<file path="src/rtl/blinky_start_seq.sv">
// Start-up sequencer: holds blinky in reset until PLL lock and device init are stable; drops on lock loss.
// Latency: enable after SYNC_STAGES+LOCK_STABLE_CYCLES edges, lock loss seen in SYNC_STAGES+1; no backpressure.
module blinky_start_seq #(
    parameter int LOCK_STABLE_CYCLES = 1024,
    parameter int HOLDOFF_CYCLES     = 256,
    parameter int CNT_W              = 16,
    parameter int SYNC_STAGES        = 2
) (
    input  logic       clkin,
    input  logic       reset,
    input  logic       pll_lock,
    input  logic       device_init_done,
    output logic       enable,
    output logic       blinky_rst,
    output logic [7:0] fault_count,
    output logic [2:0] seq_state
);

    typedef enum logic [2:0] {
        IDLE      = 3'd0,
        WAIT_INIT = 3'd1,
        WAIT_LOCK = 3'd2,
        RUN       = 3'd3,
        FAULT     = 3'd4
    } state_t;

    localparam logic [CNT_W-1:0] LOCK_LAST = CNT_W'(LOCK_STABLE_CYCLES - 1);
    localparam logic [CNT_W-1:0] HOLD_LAST = CNT_W'(HOLDOFF_CYCLES - 1);

    state_t                 state;
    state_t                 state_nxt;
    logic [CNT_W-1:0]       cnt;
    logic [CNT_W-1:0]       cnt_nxt;
    logic [7:0]             fault_nxt;
    logic [SYNC_STAGES-1:0] lock_sync;
    logic [SYNC_STAGES-1:0] init_sync;
    logic                   lock_s;
    logic                   init_s;

    assign lock_s = lock_sync[SYNC_STAGES-1];
    assign init_s = init_sync[SYNC_STAGES-1];

    always_ff @(posedge clkin) begin
        if (reset) begin
            lock_sync <= '0;
            init_sync <= '0;
        end else begin
            lock_sync <= {lock_sync[SYNC_STAGES-2:0], pll_lock};
            init_sync <= {init_sync[SYNC_STAGES-2:0], device_init_done};
        end
    end

    always_comb begin
        state_nxt = state;
        cnt_nxt   = cnt;
        fault_nxt = fault_count;
        case (state)
            IDLE: state_nxt = WAIT_INIT;
            WAIT_INIT: begin
                if (init_s) begin
                    state_nxt = WAIT_LOCK;
                    cnt_nxt   = '0;
                end
            end
            WAIT_LOCK: begin
                if (!init_s) begin
                    state_nxt = WAIT_INIT;
                end else if (!lock_s) begin
                    cnt_nxt = '0;
                end else if (cnt == LOCK_LAST) begin
                    state_nxt = RUN;
                end else begin
                    cnt_nxt = cnt + CNT_W'(1);
                end
            end
            RUN: begin
                // Init loss is a controlled shutdown, not a lock fault.
                if (!init_s) begin
                    state_nxt = WAIT_INIT;
                end else if (!lock_s) begin
                    state_nxt = FAULT;
                    cnt_nxt   = '0;
                    if (fault_count != 8'hFF) begin
                        fault_nxt = fault_count + 8'd1;
                    end
                end
            end
            FAULT: begin
                if (!init_s) begin
                    state_nxt = WAIT_INIT;
                end else if (cnt == HOLD_LAST) begin
                    state_nxt = WAIT_LOCK;
                    cnt_nxt   = '0;
                end else begin
                    cnt_nxt = cnt + CNT_W'(1);
                end
            end
            default: begin
                state_nxt = IDLE;
                cnt_nxt   = '0;
            end
        endcase
    end

    always_ff @(posedge clkin) begin
        if (reset) begin
            state       <= IDLE;
            cnt         <= '0;
            fault_count <= 8'd0;
            enable      <= 1'b0;
        end else begin
            state       <= state_nxt;
            cnt         <= cnt_nxt;
            fault_count <= fault_nxt;
            enable      <= (state_nxt == RUN);
        end
    end

    assign blinky_rst = ~enable;
    assign seq_state  = state;

endmodule
</file>
<file path="config.mk">
export PLATFORM = sky130hd
export DESIGN_NAME = blinky_start_seq
export DESIGN_NICKNAME = d
export VERILOG_FILES = /design/src/rtl/blinky_start_seq.sv
export SDC_FILE = /design/constraint.sdc
export NUM_CORES = 1
export LEC_CHECK = 0
export ABC_AREA = 1
export CORE_MARGIN = 10
export CORE_UTILIZATION = 60
export DETAILED_ROUTE_END_ITERATION = 16
export PLACE_DENSITY = 0.89
export SETUP_SLACK_MARGIN = 0.2
export SLEW_MARGIN = 20
export SYNTH_ARGS = -nofsm -noshare
export SYNTH_HDL_FRONTEND = slang
export SYNTH_SLANG_ARGS = --single-unit
</file>
<file path="constraint.sdc">
create_clock -name clkin -period 3.4 [get_ports clkin]
set_input_delay 0.34 -clock clkin [delete_from_list [all_inputs] [get_ports clkin]]
set_output_delay 0.34 -clock clkin [all_outputs]
set_load 0.01 [all_outputs]
</file>
; ---- Yosys cells after proc, flatten, opt, wreduce, memory -nomap -nowiden
; Index checks and enable logic that the tools add are counted.
[word_totals]
output_inout_bits = 13
register_bits = 32
elab_cells = 46
[classes]
muxes = 18
n_reduce_logical = 3
bitwise = 3
n_addsub = 2
eq_ne = 14
[op_table]
columns = operator, count
row1 = two-way mux 16 bit, 8
row2 = one-hot mux 16 bit (5 select lines), 1
row3 = two-way mux 3 bit, 8
row4 = "adder 16 x 1 -> 16 bit, second input constant", 1
row5 = "== test 16 x 10 -> 1 bit, second input constant", 1
row6 = "== test 16 x 8 -> 1 bit, second input constant", 1
row7 = one-hot mux 3 bit (5 select lines), 1
row8 = "!= test 2 bit, second input constant", 5
row9 = "== test 3 x 2 -> 1 bit, second input constant", 3
row10 = "adder 8 x 1 -> 8 bit, second input constant", 1
row11 = "!= test 8 bit, second input constant", 1
row12 = AND reduction 7 bit, 1
row13 = AND reduction 4 bit, 1
row14 = "== test 3 x 1 -> 1 bit, second input constant", 1
row15 = "== test 3 bit, second input constant", 1
row16 = zero test 3 bit, 1
row17 = "!= test 3 bit, second input constant", 1
row18 = NOT 1 bit, 3

; ---- Depth between registers and ports, before layout
; Gate-level depths: netlist of the first run.
[depth]
depth_word = 6
mapped_depth = 11
mapped_depth_nobuf = 11

; ---- Worst setup path before layout of the first run
; Ideal clock, no wire load.
[synth_path]
path_type = register to register
startpoint = reg cnt[0]
endpoint = reg cnt[10]
t_arrival_ns = 1.445
period_less_slack_ns = 1.559
slack_ns = 1.841
stages_incl_launch_ff = 9
setup_time_ns = 0.115
path_cell_list = dfxtp_1 > ha_1 > nand3_2 > nor2_4 > nand3_2 > nand2_4 > buf_6 > nor3_1 > o21a_1
[synth_via]
elab_chain_len = 5
word_cells_on_any_way = 11
[synth_rtl]
columns = item, line_no
row1 = start: declaration, 32  ; logic [CNT_W-1:0] cnt;
row2 = start signal: assignment, 113  ; cnt <= cnt_nxt;
row3 = adder 16 x 1 -> 16 bit, "73, 95"
row4 = two-way mux 16 bit, 70  ; end else if (cnt == LOCK_LAST) begin
row5 = two-way mux 16 bit, 68  ; end else if (!lock_s) begin
row6 = two-way mux 16 bit, 66  ; if (!init_s) begin
row7 = one-hot mux 16 bit (5 select lines), 57  ; case (state)
; Parallel ways exist; a longest one is shown, timed or not. The select of a mux whose other input is x is not followed.
; A chain may end at the register's enable or synchronous reset.

; ---- Final worst setup path of the first run
[layout_path]
startpoint = reg cnt[0]
endpoint = reg cnt[13]
; The elaborated chain is that of the path after synthesis.

==> flow_summary.toml, run 1 <==
[synth]
netlist.area_leader.share_pct = 38.8
ys_seq_elements = 32
yosys.cell_types.count = 32
synth_fa_ha_area_share_pct = 1.51
synth_top_area_cell = "dfxtp_1"
synthMuxAreaShare_pct = 0
yosysWarningCount = 0
avgSynthCellArea_sq_um = 6.69
synth_top_family_by_area = "simple AND/OR/NAND/NOR gates"
synth_ff_type = "dfxtp_1"
syn_area_sq_mm = 0.00165
synth_cells = 247
async_flop_share_pct = 0
syn_nets = 253
synth.area.top_cells = "dfxtp_1, nor2_1, nand2_1"
synth-simple-area-share_pct = 38.4
ys_top_cells_by_count = "nor2_1, nand2_1, dfxtp_1, inv_1, nand3_1"
yosysMostFrequentCell = "nor2_1"
synth_edf_count = 0
synth_compound_area_share_pct = 10.1
yosysSeqAreaShare_pct = 38.8
synth_xor_area_share_pct = 1.06

[floorplanning]
io_pins = 17
start_util_pct = 64.9
die_area_sq_mm = 0.00525
fp-row-count = 18
die_h_microns = 72.5
die_x_microns = 72.5
core_sq_mm = 0.00254

[timing]
drv_slew = 0
hold_viol_final = 0
finalCritPeriodShare_pct = 53.8
skew_ns = 0.00989
period_needed_ns = 1.83
slew_headroom_pct = 69.5
worstMarginPinSlew_ns = 0.457
finalSetupViolCount = 0
fmax_mhz = 546
finalSetupTns_ns = 0
setup_ws_ns = 1.57
rsz0062_at_grt = "false"

[run_status]
status = "complete, no violations"

[setup_path]
cp_top_family = "simple AND/OR/NAND/NOR gates"
critPathMaxFanout = 16
endpoint_kind = "register"
cp_cell_sequence = "ha_1 -> nand3_2 -> nor2_4 -> nand3_2 -> nand2_4 -> inv_4 -> nand2_1 -> nor2_1 -> nor2_1 -> nor2_1"
arrival_ns = 2.07
path_buf_inv = 1
crit_start = "cnt[0]$_SDFFE_PP0P_"
crit-reg2reg-launch = "cnt[0]$_SDFFE_PP0P_"
crit_path_max_incr_delay_ns = 0.39
startpoint_type = "register"
cp_slowest_cell = "dfxtp_1"
criticalPathCategory = "reg2reg"
required_ns = 3.64
cp_common_cell = "nor2_1"

[place]
io_buffers = 16
gp_congestion = 0.852
dpl_worst_slack_ns = 1.54
hpwl_mm = 2.52

[worst_hold_path]
holdCritStartpoint = "lock_sync[0]$_SDFF_PP0_"
hold_path_class = "reg2reg"

[final_layout]
n_fill_cell = 211
areaGrowthSynthToFinish_pct = 13.3
nNetsFinal = 271
antennaDiodeCount = 0
drive_above_1_share_pct = 9.02

[cts]
cts_sinks = 32
cts-root-buf = "clkbuf_4"
clk_latency_ns = 0.33
postCtsSetupRepairBufs = 0
htreeDepth = 2
tritoncts = "yes"
cts_buffers = 5
cts-resized-gates = 0
clkTransAtPathRegs_ns = 0.10
holdBufCountCts = 0
clk_path_buf_depth = 2

[routing]
drt_iter0_markers = 117
via_per_inst = 5.26
wl_met1_mm = 1.60
highest_layer = "met4"
drtAntennaViolNets = 0
met3WireLength_microns = 227
routed_wl_mm = 3.39
wl_per_cell_microns = 11.5
vias = 1558
drc = 0
met2_length_mm = 1.52
drt_pass1_iterations = 4

[pwr]
power_leakage_nw = 0.748
ir_worst_vdd_v = 0.000312
p_per_area_mw_per_mm2 = 343

[grt]
grt_max_degree = 17
grt.total_usage_pct = 13.1
first_global_vias = 1303
grt_antenna_before_repair = 0
grt_overflow_total = 0
grt_pass1_wl_mm = 5.65

[run]
cap_violations = 0
==> placed cells by master, fill, tap and decap left out <==
master | synthesis | routed
nand3b_1 | 1 | 1
o211ai_1 | 1 | 1
a21oi_1 | 10 | 10
nand4_1 | 5 | 5
clkdlybuf4s50_1 | 0 | 16
nor2_2 | 3 | 3
ha_1 | 2 | 2
nor2_1 | 57 | 57
dfxtp_1 | 32 | 32
nand3_1 | 15 | 15
o22ai_1 | 1 | 1
inv_2 | 3 | 3
o21ai_1 | 3 | 3
o21ai_4 | 1 | 1
xor2_1 | 2 | 2
o21a_1 | 3 | 3
nand3_2 | 2 | 2
nor3_2 | 1 | 1
nor2_4 | 1 | 1
nand2_4 | 1 | 1
clkbuf_4 | 0 | 5
clkbuf_8 | 0 | 1
o311ai_0 | 1 | 1
a31o_2 | 1 | 1
inv_4 | 1 | 1
clkinv_2 | 0 | 2
nand2_2 | 2 | 2
nand2_1 | 50 | 50
a31oi_1 | 1 | 1
nor3_1 | 7 | 7
o21ai_0 | 5 | 5
inv_1 | 30 | 30
==> per-stage QoR <==
| step | hold WS, ns | util (%) | std cells | cell area [sq um] | total power, mW |
|---|---|---|---|---|---|
| global route | 0.419 | 73.6 | 296 | 1870 | 0.664 |
| finish | 0.414 | 73.6 | 296 | 1870 | 0.642 |
| CTS | 0.413 | 73.6 | 296 | 1870 | 0.646 |
| detailed placement | 0.396 | 71.2 | 288 | 1810 | 0.424 |
| floorplan | 0.388 | - | 247 | 1650 | 0.415 |
| global placement | 0.390 | 71.2 | 288 | 1810 | 0.423 |
==> kinds of logic (layout without fill, tap and decap cells) <==
family,after synthesis,after routing
XOR/XNOR,2,2
AND/OR/NAND/NOR,145,145
flip-flops,32,32
adder cells (fa/ha/maj),2,2
buffers and inverters,39,58
AO/OA/AOI/OAI,27,27
==> power by group <==
group | switching (mW) | internal (mW) | total, mW
sequential | 0.00389 | 0.379 | 0.383
clock | 0.128 | 0.0983 | 0.226
combinational | 0.0199 | 0.0129 | 0.0328
total | 0.152 | 0.490 | 0.642
==> metal layers <==
metal  GRT usage, %  vias to the layer above
li1               -                      819
met2           20.2                       46
met3           3.81                        7
met4           6.96                        0
met5              0                        -
met1           16.2                      686
==> cell type report <==
class                   count  area (sq um)  area share (%)
multi-input cells         176           843            45.0
flip-flops and latches     32           641            34.2
repair buffers             16           160            8.55
inverters                  34           130            6.95
clock buffers               6          51.3            2.74
well taps                  30          37.5            2.00
clock inverters             2          10.0           0.534
==> worst register-to-register path, delay by kind of cell (launching register included) <==
family	cells	cell delay, ns
adder cells (fa/ha/maj)	1	0.24
flip-flops	1	0.39
buffers and inverters	1	0.12
AND/OR/NAND/NOR	8	0.99
==> final timing paths <==
path | end | slack, ns | cells after the start
worst max-delay path | cnt[13]$_SDFFE_PP0P_ | 1.57 | 10
worst min-delay path | lock_sync[1]$_SDFF_PP0_ | 0.41 | 2
worst max register to register | cnt[13]$_SDFFE_PP0P_ | 1.57 | 10
worst min register to register | lock_sync[1]$_SDFF_PP0_ | 0.41 | 2
==> registers in the layout, indices dropped and copies added, names as in the netlist <==
register	flops
seq_state	3
enable	1
fault_count	8
lock_sync	2
init_sync	2
cnt	16
Note: power is estimated with default switching activity, not from simulation.
==> run 2: changes to the inputs <==
--- a/config.mk
+++ b/config.mk
@@ -7,9 +7,9 @@
 export LEC_CHECK = 0
 export ABC_AREA = 1
 export CORE_MARGIN = 10
-export CORE_UTILIZATION = 60
+export CORE_UTILIZATION = 55
 export DETAILED_ROUTE_END_ITERATION = 16
-export PLACE_DENSITY = 0.89
+export PLACE_DENSITY = 0.83
 export SETUP_SLACK_MARGIN = 0.2
 export SLEW_MARGIN = 20
 export SYNTH_ARGS = -nofsm -noshare
==> constraint.sdc (replaced) <==
create_clock -name clkin -period 1.9 [get_ports clkin]
set_input_delay 0.19 -clock clkin [delete_from_list [all_inputs] [get_ports clkin]]
set_output_delay 0.19 -clock clkin [all_outputs]
set_load 0.01 [all_outputs]
==> flow_summary.toml, run 2 (synthesized netlist as in run 1, its figures left out) <==
[run_status]
status = "complete, no violations"

[grt]
grt.total_usage_pct = 14.5
first_global_vias = 1470
grt_antenna_before_repair = 0
grt_overflow_total = 0
grt_pass1_wl_mm = 6.44
grt_max_degree = 16

[routing]
wl_met1_mm = 1.70
via_per_inst = 5.35
drt_iter0_markers = 219
met2_length_mm = 1.83
drc = 0
highest_layer = "met4"
routed_wl_mm = 3.99
vias = 1643
met3WireLength_microns = 315
wl_per_cell_microns = 13.0
drtAntennaViolNets = 0
drt_pass1_iterations = 5

[worst_hold_path]
holdCritStartpoint = "pll_lock"
hold_path_depth = 3
hold_end = "lock_sync[0]$_SDFF_PP0_"
hold_path_class = "in2reg"

[final_layout]
areaGrowthSynthToFinish_pct = 22.6
drive_above_1_share_pct = 15.6
final_cells = 307
largest_reg_flops = 16
fin_util_pct = 72.3
mostFrequentLayoutCell = "nor2_1"
mostFrequentLayoutCells = "nor2_1, nand2_1, inv_1, dfxtp_1, clkdlybuf4s50_1"
antennaDiodeCount = 0
nNetsFinal = 281
regMostFlops = "cnt"
final_area_sq_mm = 0.00203

[floorplanning]
core_sq_mm = 0.00281
die_h_microns = 74.8
fp-row-count = 19
die_area_sq_mm = 0.00560
start_util_pct = 58.9
io_pins = 17
die_x_microns = 74.8

[cts]
cts_buffers = 5
holdBufCountCts = 0
tritoncts = "yes"
clk_latency_ns = 0.34
clkTransAtPathRegs_ns = 0.10
cts_sinks = 32
cts-root-buf = "clkbuf_4"
clk_path_buf_depth = 2
htreeDepth = 2

[setup_path]
required_ns = 2.15
r2r_slack_ns = 0.24
cp_common_cell = "nand2_1"
arrival_ns = 1.91
startpoint_type = "register"
critPathMaxFanout = 6
cp_top_family = "simple AND/OR/NAND/NOR gates"
criticalPathCategory = "reg2reg"
crit_path_max_incr_delay_ns = 0.45
crit-reg2reg-launch = "cnt[2]$_SDFFE_PP0P_"
cp_cell_sequence = "nand4_1 -> nor2_1 -> nand2_1 -> nor2_2 -> nand2_1 -> nand2_1 -> nand2_1 -> nand2_1 -> nor2_1"
cp_slowest_cell = "dfxtp_1"
rr_worst_depth = 9
endpoint_kind = "register"
r2r-end = "cnt[15]$_SDFFE_PP0P_"
path_buf_inv = 0

[pwr]
power_leakage_nw = 0.806
ir_worst_vdd_v = 0.000483
p_seq_share_pct = 58.5
p_clk_share_pct = 35.2
p_total_mw = 1.17
p_sw_mw = 0.288
p_per_area_mw_per_mm2 = 578
p_int_mw = 0.885
combinationalPowerShare_pct = 6.3
switching_share_pct = 24.5

[place]
gp_congestion = 0.868
io_buffers = 16
hpwl_mm = 2.52
placed_area_sq_mm = 0.00182
placed_cells = 290

[timing]
rsz0062_at_grt = "true"
drv_slew = 0
slew_headroom_pct = 63.8
worstMarginPinSlew_ns = 0.543
fmax_mhz = 604
finalSetupTns_ns = 0
skew_ns = 0.00980
finalCritPeriodShare_pct = 87.2
period_needed_ns = 1.66
finalSetupViolCount = 0
hold_viol_final = 0

[run]
cap_violations = 0
[run 2: worst min-delay path, stage by stage]
cell and delay, ns:
clkdlybuf4s50_1 0.39, inv_1 0.05, nor2_1 0.03
[run 2: final cells by class]
type / count / area, sq um
Clock buffer: 6 / 51.3
Clock inverter: 2 / 10.0
Tap cell: 31 / 38.8
Fill cell: 206 / 778
Sequential cell: 32 / 651
Inverter: 34 / 130
Multi-Input combinational cell: 177 / 906
Timing Repair Buffer: 25 / 240
[run 2: power by group through the flow]
| stage | registers, mW | clock network, mW | logic (mW) |
|---|---|---|---|
| floorplan | 0.700 | 0 | 0.0425 |
| global placement | 0.700 | 0 | 0.0603 |
| detailed placement | 0.700 | 0 | 0.0610 |
| CTS | 0.685 | 0.420 | 0.0665 |
| global route | 0.687 | 0.447 | 0.0814 |
| finish | 0.685 | 0.413 | 0.0739 |
[run 2: per-layer routing]
metal  up-vias  track usage (%)
met5         -                0
met4         0             6.51
met3        16             4.73
met2        58             22.9
met1       733             17.6
li1        836                -
[run 2: worst max-delay path by stage]
stage	from	to	slack, ns	depth (start not counted)
3_5_place_dp	cnt[0]$_SDFFE_PP0P_	cnt[15]$_SDFFE_PP0P_	0.12	10
4_1_cts	cnt[1]$_SDFFE_PP0P_	cnt[3]$_SDFFE_PP0P_	0.22	8
6_report	cnt[2]$_SDFFE_PP0P_	cnt[15]$_SDFFE_PP0P_	0.24	9
3_3_place_gp	cnt[0]$_SDFFE_PP0P_	cnt[13]$_SDFFE_PP0P_	0.17	10
5_1_grt	cnt[2]$_SDFFE_PP0P_	cnt[13]$_SDFFE_PP0P_	0.06	8
2_1_floorplan	cnt[0]$_SDFFE_PP0P_	cnt[10]$_SDFFE_PP0P_	0.34	8
[run 2: through the flow]
step                worst slack (ns)  hold slack, ns
CTS                            0.222           0.343
floorplan                      0.341           0.297
global placement               0.174           0.391
global route                  0.0645           0.379
finish                         0.243           0.347
detailed placement             0.123           0.395
[run 2: repair_timing]
action	4_1_cts	5_1_grt
buffers inserted	4	4
pin swaps	3	4
setup endpoints to repair	15	22
gates cloned	0	1
resized for setup	7	9
==> run 3: changes to the inputs <==
--- a/config.mk
+++ b/config.mk
@@ -6,6 +6,7 @@
 export NUM_CORES = 1
 export LEC_CHECK = 0
 export ABC_AREA = 1
+export ABC_CLOCK_PERIOD_IN_PS = 1900
 export CORE_MARGIN = 10
 export CORE_UTILIZATION = 55
 export DETAILED_ROUTE_END_ITERATION = 16
==> results of run 3 <==
No change in the layout: final DEF, timing and power equal those of run 2.
